**config.mk**
```make
export PLATFORM = sky130hd
export DESIGN_NAME = msrv_imm_gen_pipe_flat
export DESIGN_NICKNAME = d
export VERILOG_FILES = /design/src/rtl/msrv_pkg.sv /design/src/rtl/msrv_imm_gen_pipe_if.sv /design/src/rtl/msrv_imm_decode.sv /design/src/rtl/msrv_imm_gen_pipe.sv /design/src/flat_wrapper.sv
export SDC_FILE = /design/constraint.sdc
export NUM_CORES = 1
export LEC_CHECK = 0
export ABC_AREA = 1
export BUFFER_PORTS_ARGS = -buffer_cell sky130_fd_sc_hd__buf_2
export CAP_MARGIN = 0
export CELL_PAD_IN_SITES_DETAIL_PLACEMENT = 1
export CELL_PAD_IN_SITES_GLOBAL_PLACEMENT = 2
export CORE_ASPECT_RATIO = 2
export CORE_MARGIN = 10
export CORE_UTILIZATION = 31
export DETAILED_ROUTE_END_ITERATION = 7
export GPL_TIMING_DRIVEN = 1
export PLACE_DENSITY_LB_ADDON = 0.12
export REMOVE_ABC_BUFFERS = 1
export SLEW_MARGIN = 10
export SYNTH_ARGS = -nofsm -noshare
export SYNTH_HDL_FRONTEND = slang
export SYNTH_SLANG_ARGS = --single-unit
```
**constraint.sdc**
```tcl
create_clock -name clk_in -period 2.1 [get_ports clk_in]
set_input_delay 0.105 -clock clk_in [delete_from_list [all_inputs] [get_ports clk_in]]
set_output_delay 0.105 -clock clk_in [all_outputs]
set_load 0.02 [all_outputs]
```
**src/rtl/msrv_pkg.sv**
```systemverilog
// rtl/msrv_pkg.sv - shared immediate-type encodings, occupancy states and XLEN legality
package msrv_pkg;

  localparam logic [3:0] IMM_I      = 4'd0;
  localparam logic [3:0] IMM_I_ALT1 = 4'd1;
  localparam logic [3:0] IMM_S      = 4'd2;
  localparam logic [3:0] IMM_B      = 4'd3;
  localparam logic [3:0] IMM_U      = 4'd4;
  localparam logic [3:0] IMM_J      = 4'd5;
  localparam logic [3:0] IMM_CSR    = 4'd6;
  localparam logic [3:0] IMM_I_ALT7 = 4'd7;
  localparam logic [3:0] IMM_SHAMT  = 4'd8;

  localparam int XLEN_32 = 32;
  localparam int XLEN_64 = 64;

  typedef enum logic [1:0] {
    ST_EMPTY = 2'd0,
    ST_ONE   = 2'd1,
    ST_FULL  = 2'd2
  } occ_state_t;

  function automatic bit is_legal_xlen(input int xlen);
    return (xlen == XLEN_32) || (xlen == XLEN_64);
  endfunction

endpackage

```
**src/rtl/msrv_imm_gen_pipe_if.sv**
```systemverilog
// rtl/msrv_imm_gen_pipe_if.sv - upstream/downstream handshake bundle for the immediate pipe
interface msrv_imm_gen_pipe_if #(
  parameter int XLEN  = 32,
  parameter int TAG_W = 5
);
  logic             flush_in;
  logic             valid_in;
  logic             ready_out;
  logic [24:0]      instr_in;
  logic [3:0]       imm_type_in;
  logic [TAG_W-1:0] tag_in;
  logic             valid_out;
  logic             ready_in;
  logic [XLEN-1:0]  imm_out;
  logic [TAG_W-1:0] tag_out;
  logic             imm_illegal_out;

  modport slave (
    input  flush_in, valid_in, instr_in, imm_type_in, tag_in, ready_in,
    output ready_out, valid_out, imm_out, tag_out, imm_illegal_out
  );

  modport master (
    output flush_in, valid_in, instr_in, imm_type_in, tag_in, ready_in,
    input  ready_out, valid_out, imm_out, tag_out, imm_illegal_out
  );
endinterface

```
**src/rtl/msrv_imm_decode.sv**
```systemverilog
// rtl/msrv_imm_decode.sv - combinational immediate extraction from instruction bits [31:7]
module msrv_imm_decode
  import msrv_pkg::*;
#(
  parameter int XLEN = 32
) (
  input  logic [24:0]     instr,
  input  logic [3:0]      imm_type,
  output logic [XLEN-1:0] imm,
  output logic            illegal
);

  // Renumbered so slices read exactly like the ISA bit positions.
  logic [31:7] ins;
  logic        s;

  assign ins = instr;
  assign s   = ins[31];

  always_comb begin
    imm     = '0;
    illegal = 1'b0;
    case (imm_type)
      IMM_I, IMM_I_ALT1, IMM_I_ALT7:
        imm = {{(XLEN-11){s}}, ins[30:20]};
      IMM_S:
        imm = {{(XLEN-11){s}}, ins[30:25], ins[11:7]};
      IMM_B:
        imm = {{(XLEN-12){s}}, ins[7], ins[30:25], ins[11:8], 1'b0};
      IMM_U:
        imm = {{(XLEN-31){s}}, ins[30:12], 12'h000};
      IMM_J:
        imm = {{(XLEN-20){s}}, ins[19:12], ins[20], ins[30:21], 1'b0};
      IMM_CSR:
        imm = {{(XLEN-5){1'b0}}, ins[19:15]};
      IMM_SHAMT:
        imm = {{(XLEN-6){1'b0}}, ((XLEN == XLEN_64) ? ins[25] : 1'b0), ins[24:20]};
      default:
        illegal = 1'b1;
    endcase
  end

endmodule

```
**src/rtl/msrv_imm_gen_pipe.sv**
```systemverilog
// rtl/msrv_imm_gen_pipe.sv - immediate generator with registered output and one-entry skid
module msrv_imm_gen_pipe
  import msrv_pkg::*;
#(
  parameter int XLEN  = 32,
  parameter int TAG_W = 5
) (
  input  logic                 clk_in,
  input  logic                 rst_in,
  msrv_imm_gen_pipe_if.slave   bus
);

  if (!is_legal_xlen(XLEN)) begin : g_bad_xlen
    $error("msrv_imm_gen_pipe: XLEN must be 32 or 64");
  end

  occ_state_t       state, state_nxt;
  logic [XLEN-1:0]  dec_imm, out_imm, skid_imm;
  logic             dec_ill, out_ill, skid_ill;
  logic [TAG_W-1:0] out_tag, skid_tag;
  logic             push, pop, out_valid, in_ready;
  logic             load_out, load_skid, shift_skid;

  msrv_imm_decode #(.XLEN(XLEN)) u_decode (
    .instr    (bus.instr_in),
    .imm_type (bus.imm_type_in),
    .imm      (dec_imm),
    .illegal  (dec_ill)
  );

  assign out_valid = (state != ST_EMPTY);
  assign in_ready  = (state != ST_FULL) && !rst_in && !bus.flush_in;
  assign push      = bus.valid_in && in_ready;
  assign pop       = out_valid && bus.ready_in;

  assign bus.ready_out       = in_ready;
  assign bus.valid_out       = out_valid;
  assign bus.imm_out         = out_imm;
  assign bus.tag_out         = out_tag;
  assign bus.imm_illegal_out = out_ill;

  always_comb begin
    state_nxt  = state;
    load_out   = 1'b0;
    load_skid  = 1'b0;
    shift_skid = 1'b0;
    case (state)
      ST_EMPTY: if (push) begin
        state_nxt = ST_ONE;
        load_out  = 1'b1;
      end
      ST_ONE: begin
        if (push && pop) begin
          load_out = 1'b1;
        end else if (push) begin
          state_nxt = ST_FULL;
          load_skid = 1'b1;
        end else if (pop) begin
          state_nxt = ST_EMPTY;
        end
      end
      ST_FULL: if (pop) begin
        state_nxt  = ST_ONE;
        shift_skid = 1'b1;
      end
      default: state_nxt = ST_EMPTY;
    endcase
    // Flush overrides everything; the data registers are simply left stale.
    if (bus.flush_in) begin
      state_nxt = ST_EMPTY;
    end
  end

  always_ff @(posedge clk_in) begin
    if (rst_in) begin
      state    <= ST_EMPTY;
      out_imm  <= '0;
      out_tag  <= '0;
      out_ill  <= 1'b0;
      skid_imm <= '0;
      skid_tag <= '0;
      skid_ill <= 1'b0;
    end else begin
      state <= state_nxt;
      if (load_out) begin
        out_imm <= dec_imm;
        out_tag <= bus.tag_in;
        out_ill <= dec_ill;
      end else if (shift_skid) begin
        out_imm <= skid_imm;
        out_tag <= skid_tag;
        out_ill <= skid_ill;
      end
      if (load_skid) begin
        skid_imm <= dec_imm;
        skid_tag <= bus.tag_in;
        skid_ill <= dec_ill;
      end
    end
  end

endmodule

```
**src/flat_wrapper.sv**
```systemverilog
// flat-port wrapper written by rule: the top's interface ports become plain ports
module msrv_imm_gen_pipe_flat import msrv_pkg::*;
#(
  parameter int XLEN  = 32,
  parameter int TAG_W = 5
)
  (clk_in, rst_in, bus_flush_in, bus_valid_in, bus_instr_in, bus_imm_type_in, bus_tag_in, bus_ready_in, bus_ready_out, bus_valid_out, bus_imm_out, bus_tag_out, bus_imm_illegal_out);
  msrv_imm_gen_pipe_if #(.XLEN(XLEN), .TAG_W(TAG_W)) bus_i ();
  input  logic clk_in;
  input  logic rst_in;
  input wire logic [$bits(bus_i.flush_in)-1:0] bus_flush_in;
  input wire logic [$bits(bus_i.valid_in)-1:0] bus_valid_in;
  input wire logic [$bits(bus_i.instr_in)-1:0] bus_instr_in;
  input wire logic [$bits(bus_i.imm_type_in)-1:0] bus_imm_type_in;
  input wire logic [$bits(bus_i.tag_in)-1:0] bus_tag_in;
  input wire logic [$bits(bus_i.ready_in)-1:0] bus_ready_in;
  output wire logic [$bits(bus_i.ready_out)-1:0] bus_ready_out;
  output wire logic [$bits(bus_i.valid_out)-1:0] bus_valid_out;
  output wire logic [$bits(bus_i.imm_out)-1:0] bus_imm_out;
  output wire logic [$bits(bus_i.tag_out)-1:0] bus_tag_out;
  output wire logic [$bits(bus_i.imm_illegal_out)-1:0] bus_imm_illegal_out;
  assign bus_i.flush_in = bus_flush_in;
  assign bus_i.valid_in = bus_valid_in;
  assign bus_i.instr_in = bus_instr_in;
  assign bus_i.imm_type_in = bus_imm_type_in;
  assign bus_i.tag_in = bus_tag_in;
  assign bus_i.ready_in = bus_ready_in;
  assign bus_ready_out = bus_i.ready_out;
  assign bus_valid_out = bus_i.valid_out;
  assign bus_imm_out = bus_i.imm_out;
  assign bus_tag_out = bus_i.tag_out;
  assign bus_imm_illegal_out = bus_i.imm_illegal_out;
  msrv_imm_gen_pipe #(.XLEN(XLEN), .TAG_W(TAG_W)) u_core (.clk_in(clk_in), .rst_in(rst_in), .bus(bus_i));
endmodule
```
# Word-level counts from Yosys, hierarchy flattened
# Cells that the tools add are included.
# word_totals
elab_cells	58
out_inout_bits	40
input_bits	39
reg_bits	78
# op_classes
reduce_logical	15
n_mux	21
n_eq_ne	15
# ops
operator	n
$pmux 32 s7	1
$mux 32	2
$eq 4x3->1 const B	4
$mux 2	5
$mux 5	2
$mux 1	9
$reduce_or 9->1	1
$eq 4x2->1 const B	2
$pmux 2 s3	1
$logic_and 1x1->1	5
$eq 4x1->1 const B	1
$eq 4x4->1 const B	1
$logic_not 4->1	1
$ne 2x1->1 const B	2
$ne 2x2->1 const B	2
$reduce_and 4->1	1
$reduce_bool 2->1	2
$ne 3x1->1 const B	1
$reduce_or 3->1	1
$eq 2x1->1 const B	1
$eq 2x2->1 const B	1
$logic_not 1->1	2
$logic_not 2->1	1
$pmux 1 s2	1
$reduce_or 2->1	1

# Depth between registers and ports, before layout
# Gate-level depths: netlist (run 1).
# logic_depth
word_depth	8
mapped_depth	10
depth_no_buf	9

# Cells and area by module
# From an unflattened synthesis (run 1), not the netlist that was laid out.
# hier_totals
hier_cells	652
hier_area_um2	4270.3
# by_module_without_submodules
module	seq_area_each_um2	instances	cells_each	area_each_um2
msrv_imm_gen_pipe	1561.5	1	524	3723.6
msrv_imm_decode	0.0	1	128	546.8

# Worst setup path before layout (run 1)
# OpenSTA, ideal clock, no wires.
# synth_timing
path_type	reg2reg
start	reg u_core.state[1]
end	reg u_core.skid_imm[10]
t_required_ps	1985
slack_ps	656
path_buffers	2
synth_period_minus_slack_ps	1444
setup_time_ps	115
t_arrival_ps	1330
path_stages_with_launch	9
path_cell_list	dfxtp_1 buf_4 nand2_2 nand3_2 nor3_4 inv_2 buf_2 a21oi_1 nor2_1
# synth_via
elab_chain_len	7
word_cells_on_any_way	11
classes_between	2 x eq/ne; 3 x mux; 6 x reduce/logical
# synth_rtl
element	line_no	rtl
start, declared	msrv_imm_gen_pipe.sv:17	occ_state_t state, state_nxt;
start signal, assigned	msrv_imm_gen_pipe.sv:84	state <= state_nxt;
$ne 2x2->1	msrv_imm_gen_pipe.sv:32	assign in_ready = (state != ST_FULL) && !rst_in && !bus.flush_in;
$logic_and 1x1->1 (2 in a row)	msrv_imm_gen_pipe.sv:32	
$logic_and 1x1->1	msrv_imm_gen_pipe.sv:33	assign push = bus.valid_in && in_ready;
$mux 1 / $logic_and 1x1->1 (equally long branches)	msrv_imm_gen_pipe.sv:55, msrv_imm_gen_pipe.sv:53	
$mux 1	msrv_imm_gen_pipe.sv:53	if (push && pop) begin
$mux 1 (*)	msrv_imm_gen_pipe.sv:47	case (state)
end signal, assigned	msrv_imm_gen_pipe.sv:95	skid_imm <= dec_imm;
end, declared	msrv_imm_gen_pipe.sv:18	logic [XLEN-1:0] dec_imm, out_imm, skid_imm;
# Every way passes the cells marked *; elsewhere a longest branch is shown, timed or not.
# A chain may end at the register's enable or synchronous reset.

# Worst setup path in the final report (run 1)
# layout_timing
start	reg u_core.state[1]
end	reg u_core.out_imm[9] (netlist: u_core.bus.imm_out[9])
# layout_via
elab_chain_len	8
word_cells_on_any_way	17
classes_between	3 x eq/ne; 6 x mux; 8 x reduce/logical
# layout_rtl
element	line_no	rtl
$ne 2x2->1	msrv_imm_gen_pipe.sv:32	
$logic_and 1x1->1 (2 in a row)	msrv_imm_gen_pipe.sv:32	
$logic_and 1x1->1	msrv_imm_gen_pipe.sv:33	
$logic_and 1x1->1	msrv_imm_gen_pipe.sv:53	
$mux 1	msrv_imm_gen_pipe.sv:53	
$pmux 1 s2	msrv_imm_gen_pipe.sv:47	
$mux 32 / $reduce_bool 2->1 (equally long branches)	-	
end signal, assigned	msrv_imm_gen_pipe.sv:86	out_imm <= dec_imm;
end signal, assigned	msrv_imm_gen_pipe.sv:90	out_imm <= skid_imm;
end, declared	msrv_imm_gen_pipe.sv:18	
# Parallel ways exist; a longest one is shown, timed or not.

==> summary.txt, run 1 <==
CTS Hold Buffers Added: 0
Pre-CTS WS: 0.370 ns
Final setup violation count: 0
Post-DRT Antenna Nets: 0
Chip Width: 97.6 µm
Wire length of the first global-routing pass: 21,700 µm
Top layer in use: met4
Placed cell count: 773
CTS Root Cell: clkbuf_16
Met2 WL: 6930 µm
Reg clk slew, reported paths: 0.06 ns
Metal-1 WL: 5330 µm
Setup_tns: 0 ns
Via/cell ratio: 5.03
WS Path Type: reg2reg
Multiplexer share of the synthesized area: 0%
Vias in the first global route: 4,314
Post-Synth Simple-Gate Area: 36.9%
H-Tree Depth: 3
Nets: 678
GR Overflow Total: 0
Yosys reg bits: 78
Ys Warns: 0
Cell taking the most area after synthesis: dfxtp_1
Seq. cell area: 1560 µm²
Core area: 11,800 µm²
Worst-path cell chain: nand2_2 -> nor2_4 -> inv_2 -> nand2_1 -> nand2_1 -> nor2_1 -> nor3_1
Clock Latency Late Sink: 0.34 ns
Skew final: 0.00720 ns
Worst setup SP type: flip-flop
Tcrit/Tclk final: 81.9%
Main combinational cell family by area after synthesis: simple AND/OR/NAND/NOR gates
I/O pin cnt: 79
Status: finished, final reports clean
Arr. time, crit path: 1.98 ns
Max Cap Viol: 0
Async SR Flop Fraction: 0%
VDD IR max: 0.422 mV
Post-CTS Setup Inserts: 0
Top_reg_cell synth: dfxtp_1
Initial antenna violation count: 0
First-pass DRT Iterations: 4
Final Hold Viols: 0
Worst path slowest cell: inv_2
Transition time at the pin with the least slew margin: 0.831 ns
GRT Util Overall: 15.2%
Final worst slack: 0.379 ns
Adder-cell area share of the yosys netlist: 0%
Cells after Synth: 571
Num CTS Buffers: 9
1st-iter DRT viols: 112
EDFF count, synth: 0
Tot Pwr: 3700 µW
Initial Util: 31.7%
Diodes inserted: 0
CP Max Fanout: 40
Final max-slew violation count: 0
Synth cell count leaders: 199 x nand2_1, 78 x dfxtp_1, 60 x nor2_1
CTS tree: yes
WP buf/inv: 1
Critical path's most frequent cell: nand2_1
Synth top area cells: dfxtp_1 42%, nand2_1 20%, a21oi_1 6.7%
Final Instance Count excl. Fillers: 789
Chip Height: 175 µm
Slew headroom: 44.5%
Post-DP HPWL: 9020 µm
Resize count post-CTS: 0
Compound-Gate Fraction of Synth Area: 13.3%
Area of the multi-input gates: 1880 µm²
Share of the synthesized area in the top cell type: 41.8%
DIE AREA: 17,100 µm²
Met3 wire length: 525 µm
Crit path max-delay family: simple AND/OR/NAND/NOR gates
Routed WL per cell: 16.4 µm
Slowest stage delay, CP: 0.60 ns
FMAX: 581 MHz
Clk buf depth: 2
Largest net degree at the start of global routing: 46
Via Count: 3,972
CP Capture Type: flip-flop
Area of the mapped netlist: 3740 µm²
Cell with the most instances after synthesis: nand2_1
Seq/Total Area, Yosys: 41.8%
Buffers on Ports: 78
Synth Area per Inst: 6.54 µm²
Min Tclk post-route: 1.72 ns
Area delta synth->final: 23.1%
Req. time, crit path: 2.36 ns
Share of layout cells above drive strength 1: 18.9%
RSZ-0062 raised after global routing: false
Power density over the cells: 804 nW/µm²
GP Congestion: 0.821
Hold crit path type: in2reg
Post-Synth XOR/XNOR Area: 0%
Core Rows: 56
CTS sink cnt: 78
DRC Markers: 0
Leak: 0.00228 µW
Synth cell types: 24
Filler cells: 1,542
WL final: 13,000 µm
Hold slack: 0.0139 ns
cell type report:
type                    count  share of cell area [%]
clock buffers              12                    5.79
flip-flops and latches     78                    34.0
well taps                 145                    3.94
multi-input cells         425                    40.8
clock inverters             4                    1.66
inverters                  35                    2.86
repair buffers             90                    11.0
routing by layer:
layer  GRT usage (%)  vias up
met4            4.93        0
met5               0        -
met1            16.1     1923
met3            3.26       12
met2            28.8       69
li1                -     1968
registers in the layout, indices dropped and copies added (netlist names):
| register | flops |
|---|---|
| u_core.bus.imm_illegal_out | 1 |
| u_core.bus.imm_out | 32 |
| u_core.bus.tag_out | 5 |
| u_core.skid_ill | 1 |
| u_core.skid_imm | 32 |
| u_core.skid_tag | 5 |
| u_core.state | 2 |
where the power goes:
part | internal [µW] | leakage (µW) | switching [µW] | total (µW)
clock network | 1140 | 0.000165 | 641 | 1780
logic | 124 | 0.00148 | 255 | 379
registers | 1520 | 0.000632 | 18.2 | 1530
logic make-up after synthesis:
family | Yosys count
compound gates | 97
buf+inv | 68
flops | 78
simple gates | 328
layout by cell type, fill, tap and decap left out, types with 2 or more instances in the layout:
cell type / count
inv_1: 28
nor2_2: 2
nor3_4: 2
nor3_1: 6
buf_4: 10
o21ai_0: 10
nor2_4: 2
clkbuf_8: 3
nand2_1: 199
dfxtp_1: 78
o21ai_1: 34
o211a_1: 2
buf_2: 78
nor2_1: 60
inv_2: 6
bufinv_16: 2
a21oi_1: 50
buf_12: 2
nand4_1: 6
nand3_1: 47
clkbuf_16: 9
nand3_2: 2
path summary, 6_finish.rpt:
kind,slack [ns],depth (start not counted),endpoint,from
setup / recovery,0.38,7,u_core.bus.imm_out[9],u_core.state[1]
hold / removal,0.01,3,u_core.skid_tag[4],bus_tag_in[4]
setup reg to reg,0.38,7,u_core.bus.imm_out[9],u_core.state[1]
hold reg to reg,0.49,2,u_core.bus.imm_illegal_out,u_core.bus.imm_illegal_out
per-stage QoR:
stage                     util (%)  area (µm²)
final                         39.1        4600
after global placement        36.2        4260
after detailed placement      36.2        4260
after floorplan                  -        3570
after global routing          39.1        4600
after CTS                     39.1        4600
worst register-to-register path, stage by stage, from the launching register on:
cell and delay (ns):
dfxtp_1 0.40, nand2_2 0.16, nor2_4 0.05, inv_2 0.60
nand2_1 0.14, nand2_1 0.09, nor2_1 0.05, nor3_1 0.16
No activity file was read; power rests on OpenSTA's default activity.
==> run 2: changes to the inputs <==
Settings changed: CORE_UTILIZATION 31 to 29.
Clock period 2.1 ns to 1.75 ns, I/O delays scaled along.
==> run 2 against run 1 <==
Design area grew 1.1%. Via count fell by 0.13%. Non-clock buffer count rose by 4. Register-to-register slack got worse by 0.18 ns. Worst hold slack worse by 0.0080 ns. Fmax up 11%. Routed wire length increased by 0.49%. Total power increased by 17%. Clock-buffer cell count increased by 1. Critical path type unchanged.
==> summary.txt, run 2 (synthesis results as in run 1) <==
Leak: 0.00229 µW (+0.53%)
I/O pin cnt: 79 (unchanged)
Reg-to-Reg Start: u_core.state[0]
Post-DRT Antenna Nets: 0 (unchanged)
Tcrit/Tclk final: 88.4% (+6.5 points)
Power density over the cells: 928 nW/µm² (+15%)
CTS Root Cell: clkbuf_16
Hold crit path type: in2reg
1st-iter DRT viols: 105 (-6.3%)
Final max-slew violation count: 0 (unchanged)
Reg clk slew, reported paths: 0.06 ns (about the same)
Min-delay src: bus_tag_in[4]
Most frequent cells in the layout: 199 x nand2_1, 78 x buf_2, 78 x dfxtp_1, 60 x nor2_1, 50 x a21oi_1
Routed WL per cell: 16.3 µm (-0.65%)
Largest net degree at the start of global routing: 62 (+35%)
Initial antenna violation count: 0 (unchanged)
Pre-CTS WS: 0.194 ns (-0.176 ns)
Transition time at the pin with the least slew margin: 0.498 ns (-0.333 ns)
Max Cap Viol: 0 (unchanged)
Vias in the first global route: 4,211 (-2.4%)
Sw Share: 24.4% (-0.38 points)
Cell-internal power: 3260 µW (+17%)
Buffers on Ports: 78 (unchanged)
Tot Pwr: 4320 µW (+17%)
Num CTS Buffers: 9 (unchanged)
Req. time, crit path: 2.01 ns (-0.35 ns)
Status: finished, final reports clean
WS Path Type: reg2reg
Core area: 12,600 µm² (+7.3%)
Share of layout cells above drive strength 1: 18.8% (-0.12 points)
CP Capture Type: flip-flop
Most common cell after layout, fill and taps aside: nand2_1
H-Tree Depth: 3 (unchanged)
Finished Cell Area: 4650 µm² (+1.1%)
Sequential share of power: 42.7% (+1.2 points)
Final setup violation count: 0 (unchanged)
RSZ-0062 raised after global routing: false
Initial Util: 29.6% (-2.2 points)
GR Overflow Total: 0 (unchanged)
Placed inst area: 4320 µm² (+1.6%)
Resize count post-CTS: 0 (unchanged)
Core Rows: 58 (+3.6%)
Wire length of the first global-routing pass: 21,400 µm (-1.4%)
Worst setup SP type: flip-flop
DIE AREA: 18,100 µm² (+5.8%)
First-pass DRT Iterations: 4 (unchanged)
GRT Util Overall: 14.5% (-0.77 points)
Arr. time, crit path: 1.81 ns (-0.17 ns)
Via/cell ratio: 4.97 (-1.3%)
Skew final: 0.00608 ns (-0.00112 ns)
GP Congestion: 0.840 (+2.3%)
CP Max Fanout: 54 (+35%)
Min Tclk post-route: 1.55 ns (-0.174 ns)
CTS tree: yes
Clk buf depth: 2 (unchanged)
Area delta synth->final: 24.5%
Logic pwr share: 10.7% (+0.4 points)
Chip Width: 100 µm (+2.7%)
Hold slack: 0.00588 ns (-0.00799 ns)
FMAX: 646 MHz (+11%)
CTS sink cnt: 78 (unchanged)
Placed cell count: 781 (+1.0%)
Diodes inserted: 0 (unchanged)
Final Instance Count excl. Fillers: 798 (+1.1%)
Clock Latency Late Sink: 0.33 ns (about the same)
Final Hold Viols: 0 (unchanged)
Post-CTS Setup Inserts: 0 (unchanged)
Post-DP HPWL: 9100 µm (+0.91%)
VDD IR max: 0.443 mV (+4.9%)
Chip Height: 181 µm (+3.0%)
Via Count: 3,967 (-0.13%)
Slew headroom: 66.6% (+22 points)
Setup crit start: u_core.state[0]
Clock power share: 46.7% (-1.6 points)
DRC Markers: 0 (unchanged)
WL final: 13,000 µm (+0.49%)
Nets: 682 (+0.59%)
Final worst slack: 0.203 ns (-0.176 ns)
NetSw: 1050 µW (+15%)
run 2: timing repair:
action	CTS	global route
hold buffers	1	0
setup endpoints to repair	0	0
hold endpoints to repair	2	0
run 2: path summary, 6_finish.rpt:
kind | slack (ns) | cells after the start | to
hold reg to reg | 0.48 | 2 | u_core.bus.imm_out[6]
setup reg to reg | 0.20 | 7 | u_core.skid_imm[2]
setup / recovery | 0.20 | 7 | u_core.skid_imm[2]
hold / removal | 0.006 | 3 | u_core.skid_tag[4]
run 2: layer usage:
metal	global-route usage [%]	part of all wire, %	wire, µm
met1	15.7	41	5400
met4	4.55	1.4	187
met2	26.7	54	7010
met5	0	0	0
met3	2.80	3.2	422
run 2: worst max-delay path, stage by stage (launching register included):
cell and delay [ns]:
dfxtp_1 0.32, inv_2 0.07, nor2_2 0.20, inv_2 0.09, nor3_4 0.24, buf_12 0.30
o21ai_0 0.12, a21oi_1 0.13
run 2: area by class of cell:
| cell class | count | area, µm² |
|---|---|---|
| timing repair buffer | 94 | 576 |
| multi-input combinational | 425 | 1880 |
| sequential | 78 | 1560 |
| fill | 1689 | 7980 |
| inverter | 35 | 131 |
| clock inverter | 3 | 67.6 |
| tap | 150 | 188 |
| clock buffer | 13 | 250 |
run 2: power groups by stage:
| stage | Combinational (µW) | Clock (µW) | Sequential [µW] |
|---|---|---|---|
| 2_1_floorplan | 206 | 0 | 1920 |
| 3_3_place_gp | 461 | 0 | 1880 |
| 3_5_place_dp | 470 | 0 | 1880 |
| 4_1_cts | 473 | 2070 | 1840 |
| 5_1_grt | 518 | 2150 | 1840 |
| 6_report | 460 | 2010 | 1840 |
run 2: stage by stage:
stage          utilization, %  TNS [ns]
5_1_grt                  36.8         0
2_1_floorplan               -    -22.10
4_1_cts                  36.8         0
3_5_place_dp             34.2         0
6_report                 36.8         0
3_3_place_gp             34.2         0
